## config.mk

```make
export PLATFORM = sky130hd
export DESIGN_NAME = fir_tap_loader
export DESIGN_NICKNAME = d
export VERILOG_FILES = /design/src/rtl/fir_tap_loader.sv
export SDC_FILE = /design/constraint.sdc
export NUM_CORES = 1
export LEC_CHECK = 0
export ABC_AREA = 1
export BUFFER_PORTS_ARGS = -buffer_cell sky130_fd_sc_hd__buf_2
export CORE_MARGIN = 2
export CORE_UTILIZATION = 55
export DETAILED_ROUTE_END_ITERATION = 8
export PLACE_DENSITY = 0.82
export RECOVER_POWER = 50
export SYNTH_ARGS = -nofsm -noshare
export SYNTH_HDL_FRONTEND = slang
export SYNTH_SLANG_ARGS = --single-unit
```

## constraint.sdc

```tcl
create_clock -name clk -period 3.55 [get_ports clk]
set_input_delay 1.065 -clock clk [delete_from_list [all_inputs] [get_ports clk]]
set_output_delay 1.065 -clock clk [all_outputs]
set_load 0.01 [all_outputs]
```

## src/rtl/fir_tap_loader.sv

```systemverilog
// Sample-window front end for the wavelet FIR bank: shifts accepted samples into a
// NUM_ELEM-deep window, strobes the FIR at the decimation rate, and drains the window with zeros.
module fir_tap_loader #(
   parameter int BITS_PER_ELEM = 8,
   parameter int NUM_ELEM      = 7,
   parameter int DECIMATION    = 1
) (
   input  logic                              clk,
   input  logic                              reset,
   input  logic [BITS_PER_ELEM-1:0]          i_sample,
   input  logic                              i_sample_valid,
   output logic                              o_sample_ready,
   input  logic                              i_flush,
   output logic [NUM_ELEM*BITS_PER_ELEM-1:0] o_taps,
   output logic                              o_start_calc,
   output logic                              o_window_full,
   output logic [1:0]                        dbg_state
);

   localparam int TW = NUM_ELEM * BITS_PER_ELEM;
   localparam int CW = $clog2(NUM_ELEM + 1);
   localparam int DW = $clog2(DECIMATION + 1);
   localparam logic [CW-1:0] FILL_LAST = CW'(NUM_ELEM - 1);
   localparam logic [CW-1:0] FILL_MAX  = CW'(NUM_ELEM);
   localparam logic [DW-1:0] DEC_LAST  = DW'(DECIMATION - 1);

   typedef enum logic [1:0] {
      FILL   = 2'd0,
      STREAM = 2'd1,
      FLUSH  = 2'd2
   } state_t;

   state_t          state;
   logic [CW-1:0]   fill_cnt;
   logic [CW-1:0]   flush_cnt;
   logic [DW-1:0]   dec_cnt;
   logic            accept;

   // Handshake: a sample transfers on any cycle where i_sample_valid and o_sample_ready are
   // both high; ready is combinational and drops during a flush request, the drain, and reset.
   assign o_sample_ready = (state != FLUSH) && !i_flush && !reset;
   assign accept         = i_sample_valid && o_sample_ready;
   assign dbg_state      = state;

   always_ff @(posedge clk) begin
      if (reset) begin
         o_taps        <= '0;
         o_start_calc  <= 1'b0;
         o_window_full <= 1'b0;
         fill_cnt      <= '0;
         flush_cnt     <= '0;
         dec_cnt       <= '0;
         state         <= FILL;
      end else begin
         o_start_calc <= 1'b0;
         case (state)
            FILL: begin
               if (i_flush) begin
                  o_taps   <= '0;
                  fill_cnt <= '0;
               end else if (accept) begin
                  o_taps <= {o_taps[TW-BITS_PER_ELEM-1:0], i_sample};
                  if (fill_cnt == FILL_LAST) begin
                     fill_cnt      <= FILL_MAX;
                     o_start_calc  <= 1'b1;
                     dec_cnt       <= '0;
                     o_window_full <= 1'b1;
                     state         <= STREAM;
                  end else begin
                     fill_cnt <= fill_cnt + 1'b1;
                  end
               end
            end
            STREAM: begin
               if (i_flush) begin
                  flush_cnt <= '0;
                  state     <= FLUSH;
               end else if (accept) begin
                  o_taps <= {o_taps[TW-BITS_PER_ELEM-1:0], i_sample};
                  if (dec_cnt == DEC_LAST) begin
                     o_start_calc <= 1'b1;
                     dec_cnt      <= '0;
                  end else begin
                     dec_cnt <= dec_cnt + 1'b1;
                  end
               end
            end
            FLUSH: begin
               // Each zero shifted in gets its own strobe so the FIR output decays to zero.
               o_taps       <= {o_taps[TW-BITS_PER_ELEM-1:0], {BITS_PER_ELEM{1'b0}}};
               o_start_calc <= 1'b1;
               if (flush_cnt == FILL_LAST) begin
                  flush_cnt     <= '0;
                  fill_cnt      <= '0;
                  dec_cnt       <= '0;
                  o_window_full <= 1'b0;
                  state         <= FILL;
               end else begin
                  flush_cnt <= flush_cnt + 1'b1;
               end
            end
            default: state <= FILL;
         endcase
      end
   end

endmodule

```

# Yosys cells after proc, flatten, opt, wreduce, memory -nomap -nowiden
# Cells that the tools add are included.
# word_totals
regBits	67
input_bits	12
word_cells	75
# op_classes
n_addsub	3
n_mux	37
reduce_logical	15
eq_ne	13
# op_table
operator	n
56-bit two-way mux	3
56-bit one-hot mux with 3 select lines	1
3-bit two-way mux	6
1-bit two-way mux	16
2-bit != test, second input constant	8
3-bit one-hot mux with 2 select lines	2
2-bit two-way mux	5
5-bit AND reduction	2
7-bit AND reduction	1
3-bit by 1-bit adder with 3-bit output, second input constant	2
3-bit == test, second input constant	2
1-bit one-hot mux with 3 select lines	2
2-bit one-hot mux with 3 select lines	1
2-bit AND reduction	2
2-bit nonzero test	2
1-bit logical AND	3
3-bit != test, second input constant	1
3-bit AND reduction	1
3-bit nonzero test	1
2-bit by 1-bit == test with 1-bit output, second input constant	1
2-bit == test, second input constant	1
1-bit zero test	2
2-bit zero test	1
1-bit one-hot mux with 2 select lines	1
1-bit adder, second input constant	1

# Logic depth before layout (Yosys ltp)
# Gate-level depths: netlist of run 1.
# depth
word_depth	7
depth_mapped	11
depth_no_buf	10

# Worst setup path after synthesis of run 1
# No wires, ideal clock.
# synth_path
kind	input to output
start	input reset
end	output o_sample_ready
cell_stages	4
arrival_time_ns	1.460
required_time_ns	2.485
setup_slack_ns	1.025
cell_sequence	buf_2 inv_2 nand2_1 inv_2
# synth_via
elab_chain_cells	2
# synth_rtl
element	line	source
from (decl)	9	input logic reset,
1-bit zero test	41	assign o_sample_ready = (state != FLUSH) && !i_flush && !reset;
1-bit logical AND	41	
to (decl)	12	output logic o_sample_ready,
# Every way passes these cells.

# Worst setup path in the final report of run 1
# layout_path
start	input i_flush
end	output o_sample_ready
# layout_via
elab_chain_cells	3
# layout_rtl
element	line	source
from (decl)	13	input logic i_flush,
1-bit zero test	41	
1-bit logical AND (2 in a row)	41	
# Every way passes these cells.

==> results of run 1 <==
metal layers:
| metal | wire, µm | up-vias | GRT usage (%) |
|---|---|---|---|
| met1 | 3130 | 1274 | 29.3 |
| met2 | 3160 | 90 | 37.9 |
| met3 | 389 | 10 | 4.48 |
| met5 | 0 | - | 0 |
| li1 | - | 1491 | - |
| met4 | 78 | 0 | 10.2 |
layout make-up:
type / instances / area [µm²] / share of cell area [%]
clock buffer: 11 / 141 / 4.05
clock inverter: 5 / 77.6 / 2.22
inverter: 64 / 240 / 6.88
multi-input combinational: 300 / 1300 / 37.3
sequential: 66 / 1320 / 37.8
tap: 70 / 87.6 / 2.51
timing repair buffer: 74 / 320 / 9.18
critical path: cells and delay by family:
kind | cells | cell delay [ns]
buffers and inverters | 3 | 0.38
and+or+nand+nor | 2 | 0.28
registers in the layout (all words and copies together), names as in the netlist:
| name | flops |
|---|---|
| flush_cnt | 3 |
| o_taps | 56 |
| o_window_full | 1 |
| fill_cnt | 3 |
| dbg_state | 2 |
| o_start_calc | 1 |
worst paths after layout:
| check | to | slack (ns) | depth (start not counted) | from |
|---|---|---|---|---|
| worst min-delay path | o_taps[53] | 0.46 | 2 | o_taps[53] |
| worst max-delay path | o_sample_ready | 0.76 | 5 | i_flush |
| worst max register to register | o_taps[54] | 1.29 | 9 | dbg_state[0] |
| worst min register to register | o_taps[53] | 0.46 | 2 | o_taps[53] |
logic make-up after synthesis:
kind of cell             share of synthesized area, %
AO/OA/AOI/OAI                                    11.7
adder cells (fa/ha/maj)                          2.49
buffers and inverters                            12.9
flip-flops                                       43.8
AND/OR/NAND/NOR                                  29.1
cell usage after synthesis:
library cell  count
dfxtp_1          66
buf_2             6
o21a_1            1
ha_1              6
buf_6             6
nand4_1           2
a21oi_2           1
buf_4             3
clkbuf_1          8
nor2_1           61
o211ai_1          1
inv_1            61
o21ai_0           1
nand3_1           5
o21ai_1           1
nand2_2           1
a21oi_1          64
nand3_2           2
nand2_1         150
nor3_1            2
nor2_2            1
or2_2             1
inv_2             3
power breakdown:
group          internal (µW)  total [µW]  switching, µW
sequential               746         751           4.93
combinational           24.6        81.4           56.8
clock                    412         692            280
total                   1180        1520            342
metrics by stage:
step / hold slack (ns) / instance area, µm² / total power, µW / util, % / cells
floorplan: 0.439 / 3020 / 833 / - / 453
global placement: 0.448 / 3350 / 848 / 64.3 / 574
detailed placement: 0.454 / 3350 / 850 / 64.3 / 574
CTS: 0.465 / 3570 / 1540 / 68.5 / 590
global route: 0.493 / 3490 / 1580 / 67.1 / 590
finish: 0.464 / 3490 / 1520 / 67.1 / 590
==> metrics.csv, run 1 <==
stage;metric;value;unit
synth;Yosys top cell by area;dfxtp_1;
timing;setup ws final;0.759;ns
timing;FMAX;0.358;GHz
detailed_routing;total iterations of the first detailed-routing run;4;
placed_design;DP Worst Slack;0.842;ns
synth;Syn. warnings;0;
placed_design;detailed placement HPWL;4.37;mm
timing;post-route setup TNS;0;ns
global_routing;largest net degree at the start of global routing;60;
global_routing;GRT Total Usage;23.0;%
timing;Slew Viols, Final;0;
critical_path;Data arrival, critical path;1.73;ns
detailed_routing;Starting DRT DRC Count;166;
timing;setup violators final;0;
clock_network;clock transition at the registers of the reported paths;0.07;ns
detailed_routing;WL/cell;11.5;µm
clock_network;post_cts resized;0;
synth;synth top area cells;dfxtp_1 44%, nand2_1 19%, a21oi_1 11%;
global_routing;gr ovfl total;0;
floorplan;core box area;5200;µm²
floorplan;IO Pins;73;
synth;Post-Syn Area;3020;µm²
timing;Worst-Margin Slew;0.868;ns
critical_path;crit-path max FO;6;
layout;most frequent cells in the layout;149 x nand2_1, 66 x dfxtp_1, 64 x a21oi_1, 62 x nor2_1, 61 x inv_1;
critical_path;Worst Path Class, Setup;primary input to primary output;
clock_network;Root Driver;clkbuf_8;
critical_path;Max stage delay on crit path;0.19;ns
layout;most common cell after layout, fill and taps aside;nand2_1;
floorplan;row cnt;26;
layout;fillcell total;499;
timing;fin crit period;2.79;ns
pwr;leak pwr;0.00133;µW
detailed_routing;DRC Markers;0;
global_routing;initial antenna violation count;0;
clock_network;clk sink count;66;
pwr;PD cells;437;nW/µm²
layout;share of layout cells above drive strength 1;8.27;%
floorplan;Die Ht;78.1;µm
synth;number of synthesized register bits;66;
floorplan;Starting Density;58.0;%
clock_network;CTS tree;built;
clock_network;post-CTS setup buffers;0;
layout;nets;533;
synth;Yosys top cell area share;43.8;%
synth;sequential area share after synthesis;43.8;%
timing;skew final;0.00688;ns
run_status;run status;completed;
detailed_routing;Vias;2865;
layout;ANT cells;0;
placed_design;Port-buffer cells;72;
synth;Post-Synthesis Net Count;471;
detailed_routing;Vias/cell;4.86;
clock_network;number of buffers created by CTS;9;
placed_design;Placer Congestion;0.817;
detailed_routing;drt total wl;6.77;mm
clock_network;Post-CTS Hold Fix Bufs;0;
critical_path;Slowest cell on crit path;nor2_1;
clock_network;Clock Latency Late Sink;0.34;ns
global_routing;first-pass GRT wire length;11.2;mm
clock_network;# H-tree levels;3;
critical_path;Worst EP required;2.48;ns
synth;Mapped Cells;453;
pwr;worst vdd ir;0.253;mV
critical_path;CP cell instances;clkbuf_1 > nor2_1 > nand2_1 > inv_2 > buf_2;
timing;period utilization;78.6;%
global_routing;vias in the first global route;2537;
critical_path;Worst setup EP type;primary output;
synth;count of cell types in the netlist;23;
layout;Layout area overhead;15.6;%
floorplan;die width;78.1;µm
worst_hold_path;HP Class;flip-flop to flip-flop;
synth;post-synthesis average cell area;6.66;µm²
timing;relative slew slack;41.9;%
detailed_routing;Final ANT Viol Nets;0;
floorplan;Die ar.;6100;µm²
critical_path;launching element type of the critical path;primary input;
clock_network;Max Root-Sink Buffers;2;
run;max cap viols;0;
timing;Final Hold Viols;0;
timing;unrepaired setup endpoints after global routing;false;
Note: power is estimated with default switching activity, not from simulation.
==> inputs of run 2 (changes only) <==
CORE_UTILIZATION = 53   (was 55)
PLACE_DENSITY = 0.79   (was 0.82)
clock period = 2.8 ns   (was 3.55 ns; I/O delays follow)
==> metrics.csv, run 2 (synthesized netlist as in run 1, its figures left out) <==
stage;metric;value;unit;change
layout;Top reg by flops;o_taps;;
run;max cap viols;0;;unchanged
global_routing;largest net degree at the start of global routing;60;;unchanged
clock_network;CTS tree;built;;
detailed_routing;Vias;2923;;+2.0%
critical_path;Slowest cell on crit path;dfxtp_1;;
global_routing;gr ovfl total;0;;unchanged
global_routing;vias in the first global route;2561;;+0.95%
layout;cell area after layout;3500;µm²;+0.36%
clock_network;post-CTS setup buffers;0;;unchanged
floorplan;Die ar.;6320;µm²;+3.6%
layout;nets;535;;+0.38%
timing;post-route setup TNS;0;ns;unchanged
detailed_routing;Starting DRT DRC Count;185;;+11%
placed_design;Port-buffer cells;72;;unchanged
detailed_routing;DRC Markers;0;;unchanged
clock_network;Max Root-Sink Buffers;2;;unchanged
layout;most common cell after layout, fill and taps aside;nand2_1;;
global_routing;initial antenna violation count;0;;unchanged
detailed_routing;Final ANT Viol Nets;0;;unchanged
timing;relative slew slack;47.5;%;+5.6 points
layout;final core utilization;63.6;%;-3.4 points
critical_path;Worst Path Class, Setup;flip-flop to primary output;;
placed_design;detailed placement HPWL;4.29;mm;-1.8%
critical_path;kind of cell adding the most delay to the critical path;flip-flops;;
detailed_routing;drt total wl;6.73;mm;-0.50%
layout;top flop regs;o_taps x56, fill_cnt x3, flush_cnt x3;;
clock_network;post_cts resized;0;;unchanged
critical_path;crit-path max FO;6;;unchanged
critical_path;launching element type of the critical path;flip-flop;;
timing;period utilization;88.0;%;
run_status;run status;completed;;
timing;Slew Viols, Final;0;;unchanged
critical_path;Max stage delay on crit path;0.38;ns;+0.19 ns
global_routing;GRT Total Usage;22.2;%;-0.75 points
clock_network;number of buffers created by CTS;9;;unchanged
floorplan;IO Pins;73;;unchanged
critical_path;worst path bufs/invs;3;;unchanged
global_routing;first-pass GRT wire length;11.2;mm;-0.68%
clock_network;clock transition at the registers of the reported paths;0.07;ns;about the same
timing;setup violators final;0;;unchanged
layout;share of layout cells above drive strength 1;7.85;%;-0.41 points
layout;number of flip-flops in the largest register;56;;unchanged
worst_hold_path;HP Class;flip-flop to flip-flop;;
clock_network;Post-CTS Hold Fix Bufs;0;;unchanged
layout;fillcell total;551;;+10%
timing;unrepaired setup endpoints after global routing;false;;
floorplan;Die Ht;79.5;µm;+1.8%
floorplan;row cnt;27;;+3.8%
critical_path;CP cell instances;inv_1 > ha_1 > nor2_1 > nand2_1 > inv_2 > buf_2;;
floorplan;core box area;5510;µm²;+5.8%
layout;most frequent cells in the layout;149 x nand2_1, 66 x dfxtp_1, 64 x a21oi_1, 62 x nor2_1, 61 x inv_1;;
pwr;worst vdd ir;0.387;mV;+53%
critical_path;Worst setup EP type;primary output;;
timing;Worst-Margin Slew;0.787;ns;-0.0816 ns
pwr;PD cells;554;nW/µm²;+27%
timing;skew final;0.00640;ns;-0.000473 ns
placed_design;placed inst area;3360;µm²;+0.52%
timing;fin crit period;2.46;ns;
detailed_routing;total iterations of the first detailed-routing run;4;;unchanged
critical_path;Data arrival, critical path;1.62;ns;-0.11 ns
clock_network;Clock Latency Late Sink;0.34;ns;about the same
placed_design;Placer Congestion;0.875;;+7.1%
critical_path;Worst EP required;1.96;ns;-0.52 ns
layout;Layout area overhead;16.0;%;
placed_design;DP Cell Count;578;;+0.70%
clock_network;# H-tree levels;3;;unchanged
timing;FMAX;0.406;GHz;
pwr;leak pwr;0.00132;µW;-0.79%
clock_network;Root Driver;clkbuf_8;;
floorplan;Starting Density;54.8;%;-3.2 points
layout;ANT cells;0;;unchanged
timing;Final Hold Viols;0;;unchanged
detailed_routing;Vias/cell;4.92;;+1.3%
layout;Multi-input gate area;1300;µm²;unchanged
floorplan;die width;79.5;µm;+1.8%
clock_network;clk sink count;66;;unchanged
layout;Register Area;1320;µm²;unchanged
layout;final non-filler cell total;594;;+0.68%
detailed_routing;WL/cell;11.3;µm;-1.2%
-- run 2: changes by cell type in the layout (fill, tap and decap cells not counted) --
cell	delta
buf_2	-4
buf_4	+2
clkbuf_1	+4
-- run 2: stage by stage --
stage	hold WS [ns]	power [µW]	setup WS, ns
2_1_floorplan	0.439	1060	0.725
3_3_place_gp	0.448	1070	0.558
3_5_place_dp	0.455	1080	0.525
4_1_cts	0.471	1950	0.338
5_1_grt	0.487	2010	0.168
6_report	0.470	1940	0.335
-- run 2: report_power, final --
group	switching, µW	internal (µW)
Combinational	72.5	31.7
Clock	361	523
Sequential	6.05	946
Total	440	1500
-- run 2: final timing paths --
check / startpoint / to / slack, ns / cells past startpoint
min reg2reg: o_taps[49] / o_taps[49] / 0.47 / 2
min: o_taps[49] / o_taps[49] / 0.47 / 2
max reg2reg: dbg_state[0] / o_taps[6] / 0.79 / 7
max: dbg_state[0] / o_sample_ready / 0.34 / 6
-- run 2: worst register-to-register path, stage by stage (launching register included) --
cell and delay, ns:
dfxtp_1 0.38, inv_1 0.09, ha_1 0.28, nor2_1 0.21
nand3_1 0.21, nor2_1 0.51, nand2_1 0.10, a21oi_1 0.15
-- run 2: layer usage --
layer / routed length (µm) / share of wire, % / global-route usage, %
met1: 3060 / 45 / 27.9
met2: 3020 / 45 / 35.1
met3: 516 / 7.7 / 6.79
met4: 134 / 2.0 / 10.0
met5: 0 / 0 / 0
-- run 2: cell type report --
class,count,share of cell area (%)
clock inverters,5,2.21
clock buffers,11,4.04
repair buffers,76,9.43
multi-input cells,300,37.2
flip-flops and latches,66,37.7
well taps,72,2.57
inverters,64,6.86
==> inputs of run 3 (changes only) <==
CORE_UTILIZATION = 40   (was 53)
PLACE_DENSITY = not set   (was 0.79)
==> metrics.csv, run 3 (synthesized netlist as in run 1, its figures left out) <==
stage;metric;value;unit;change
floorplan;Starting Density;41.4;%;-13 points
run;max cap viols;0;;unchanged
run_status;run status;completed;;
global_routing;GRT Total Usage;17.6;%;-4.6 points
layout;most common cell after layout, fill and taps aside;nand2_1;;
clock_network;clock transition at the registers of the reported paths;0.08;ns;about the same
detailed_routing;WL met3;289;µm;-44%
placed_design;DP Cell Count;605;;+4.7%
pwr;worst vdd ir;0.348;mV;-10%
floorplan;core box area;7290;µm²;+32%
timing;Worst-Margin Slew;0.810;ns;+0.0230 ns
global_routing;vias in the first global route;2497;;-2.5%
clock_network;Post-CTS Hold Fix Bufs;0;;unchanged
detailed_routing;WL/cell;11.5;µm;+1.7%
critical_path;launching element type of the critical path;flip-flop;;
clock_network;# H-tree levels;3;;unchanged
detailed_routing;Highest Signal Layer;met4;;
critical_path;Slowest cell on crit path;dfxtp_1;;
detailed_routing;Vias;2819;;-3.6%
critical_path;Worst EP required;1.96;ns;about the same
pwr;leak pwr;0.00136;µW;+2.4%
placed_design;placed inst area;3420;µm²;+1.7%
detailed_routing;met2 routed WL;3.09;mm;+2.2%
timing;Final Hold Viols;0;;unchanged
global_routing;initial antenna violation count;0;;unchanged
floorplan;die width;90.9;µm;+14%
placed_design;Placer Congestion;0.872;;-0.35%
critical_path;Max stage delay on crit path;0.38;ns;about the same
timing;Hold WS;0.465;ns;-0.00446 ns
critical_path;Worst setup EP type;primary output;;
layout;Multi-input gate area;1300;µm²;unchanged
timing;setup violators final;0;;unchanged
global_routing;largest net degree at the start of global routing;60;;unchanged
layout;share of layout cells above drive strength 1;8.43;%;+0.57 points
layout;number of flip-flops in the largest register;56;;unchanged
clock_network;clk sink count;66;;unchanged
timing;period utilization;88.0;%;about the same
layout;cell area after layout;3590;µm²;+2.4%
timing;relative slew slack;45.9;%;-1.5 points
critical_path;CP cell instances;inv_1 > ha_1 > nor2_1 > nand2_1 > inv_2 > buf_2;;
timing;unrepaired setup endpoints after global routing;false;;
timing;FMAX;0.406;GHz;about the same
timing;post-route setup TNS;0;ns;unchanged
layout;most frequent cells in the layout;149 x nand2_1, 66 x dfxtp_1, 64 x a21oi_1, 62 x nor2_1, 61 x inv_1;;
timing;Slew Viols, Final;0;;unchanged
layout;nets;535;;unchanged
detailed_routing;total iterations of the first detailed-routing run;4;;unchanged
detailed_routing;metal1 wirelength;3.67;mm;+20%
clock_network;Max Root-Sink Buffers;2;;unchanged
pwr;PD cells;570;nW/µm²;+2.9%
clock_network;post-CTS setup buffers;0;;unchanged
detailed_routing;DRC Markers;0;;unchanged
detailed_routing;Final ANT Viol Nets;0;;unchanged
clock_network;Root Driver;clkbuf_8;;
detailed_routing;drt total wl;7.16;mm;+6.4%
layout;top flop regs;o_taps x56, fill_cnt x3, flush_cnt x3;;
clock_network;CTS tree;built;;
timing;fin crit period;2.46;ns;-0.00177 ns
placed_design;Port-buffer cells;72;;unchanged
floorplan;row cnt;31;;+15%
layout;Top reg by flops;o_taps;;
critical_path;crit-path max FO;6;;unchanged
detailed_routing;Vias/cell;4.54;;-7.8%
layout;final non-filler cell total;621;;+4.5%
placed_design;detailed placement HPWL;4.67;mm;+8.8%
floorplan;Die ar.;8260;µm²;+31%
detailed_routing;Starting DRT DRC Count;195;;+5.4%
layout;Register Area;1320;µm²;unchanged
floorplan;IO Pins;73;;unchanged
floorplan;Die Ht;90.9;µm;+14%
clock_network;post_cts resized;0;;unchanged
critical_path;Data arrival, critical path;1.62;ns;about the same
worst_hold_path;HP Class;flip-flop to flip-flop;;
layout;fillcell total;801;;+45%
layout;Layout area overhead;18.8;%;
global_routing;gr ovfl total;0;;unchanged
critical_path;Worst Path Class, Setup;flip-flop to primary output;;
layout;final core utilization;49.2;%;-14 points
layout;ANT cells;0;;unchanged
timing;skew final;0.0134;ns;+0.00695 ns
global_routing;first-pass GRT wire length;11.9;mm;+6.2%
clock_network;number of buffers created by CTS;9;;unchanged
clock_network;Clock Latency Late Sink;0.35;ns;about the same
[run 3: changes by cell type in the layout (fill, tap and decap cells not counted), sizes merged]
| cell | delta |
|---|---|
| clkbuf | -4 |
| clkinvlp | -1 |
| clkinv | +2 |
| buf | +2 |
| bufinv | +1 |
[run 3: routing by layer]
layer	up-vias	global-route usage (%)
met1	1255	24.6
met3	11	3.67
met5	-	0
met2	57	26.5
met4	0	7.20
li1	1496	-
[run 3: final timing paths]
check                                 endpoint  slack [ns]          from  depth (start not counted)
worst max-delay path            o_sample_ready        0.34  dbg_state[0]                          6
worst min-delay path                o_taps[53]        0.47    o_taps[53]                          2
worst max register to register      o_taps[38]        0.63  dbg_state[0]                          9
worst min register to register      o_taps[53]        0.47    o_taps[53]                          2
[run 3: power by group]
part / total, µW / switching (µW) / internal, µW
clock: 982 / 390 / 591
combinational: 111 / 74.1 / 36.9
sequential: 951 / 6.00 / 945
total: 2040 / 471 / 1570
[run 3: per-stage QoR]
stage,total power [µW],setup WS (ns)
after floorplan,1060,0.725
after global placement,1090,0.545
after detailed placement,1090,0.527
after CTS,2070,0.335
after global routing,2120,0.204
final,2040,0.337
[run 3: area by class of cell]
type / count / area share, %
well taps: 99 / 3.45
flip-flops and latches: 66 / 36.8
clock buffers: 9 / 3.45
inverters: 64 / 6.70
repair buffers: 76 / 9.98
multi-input cells: 300 / 36.3
clock inverters: 7 / 3.28
[run 3: critical path: cells and delay by family, from the launching register on]
family	cells	cell delay, ns
adder cells (fa/ha/maj)	1	0.28
flip-flops	1	0.38
AND/OR/NAND/NOR	2	0.30
buffers and inverters	3	0.32
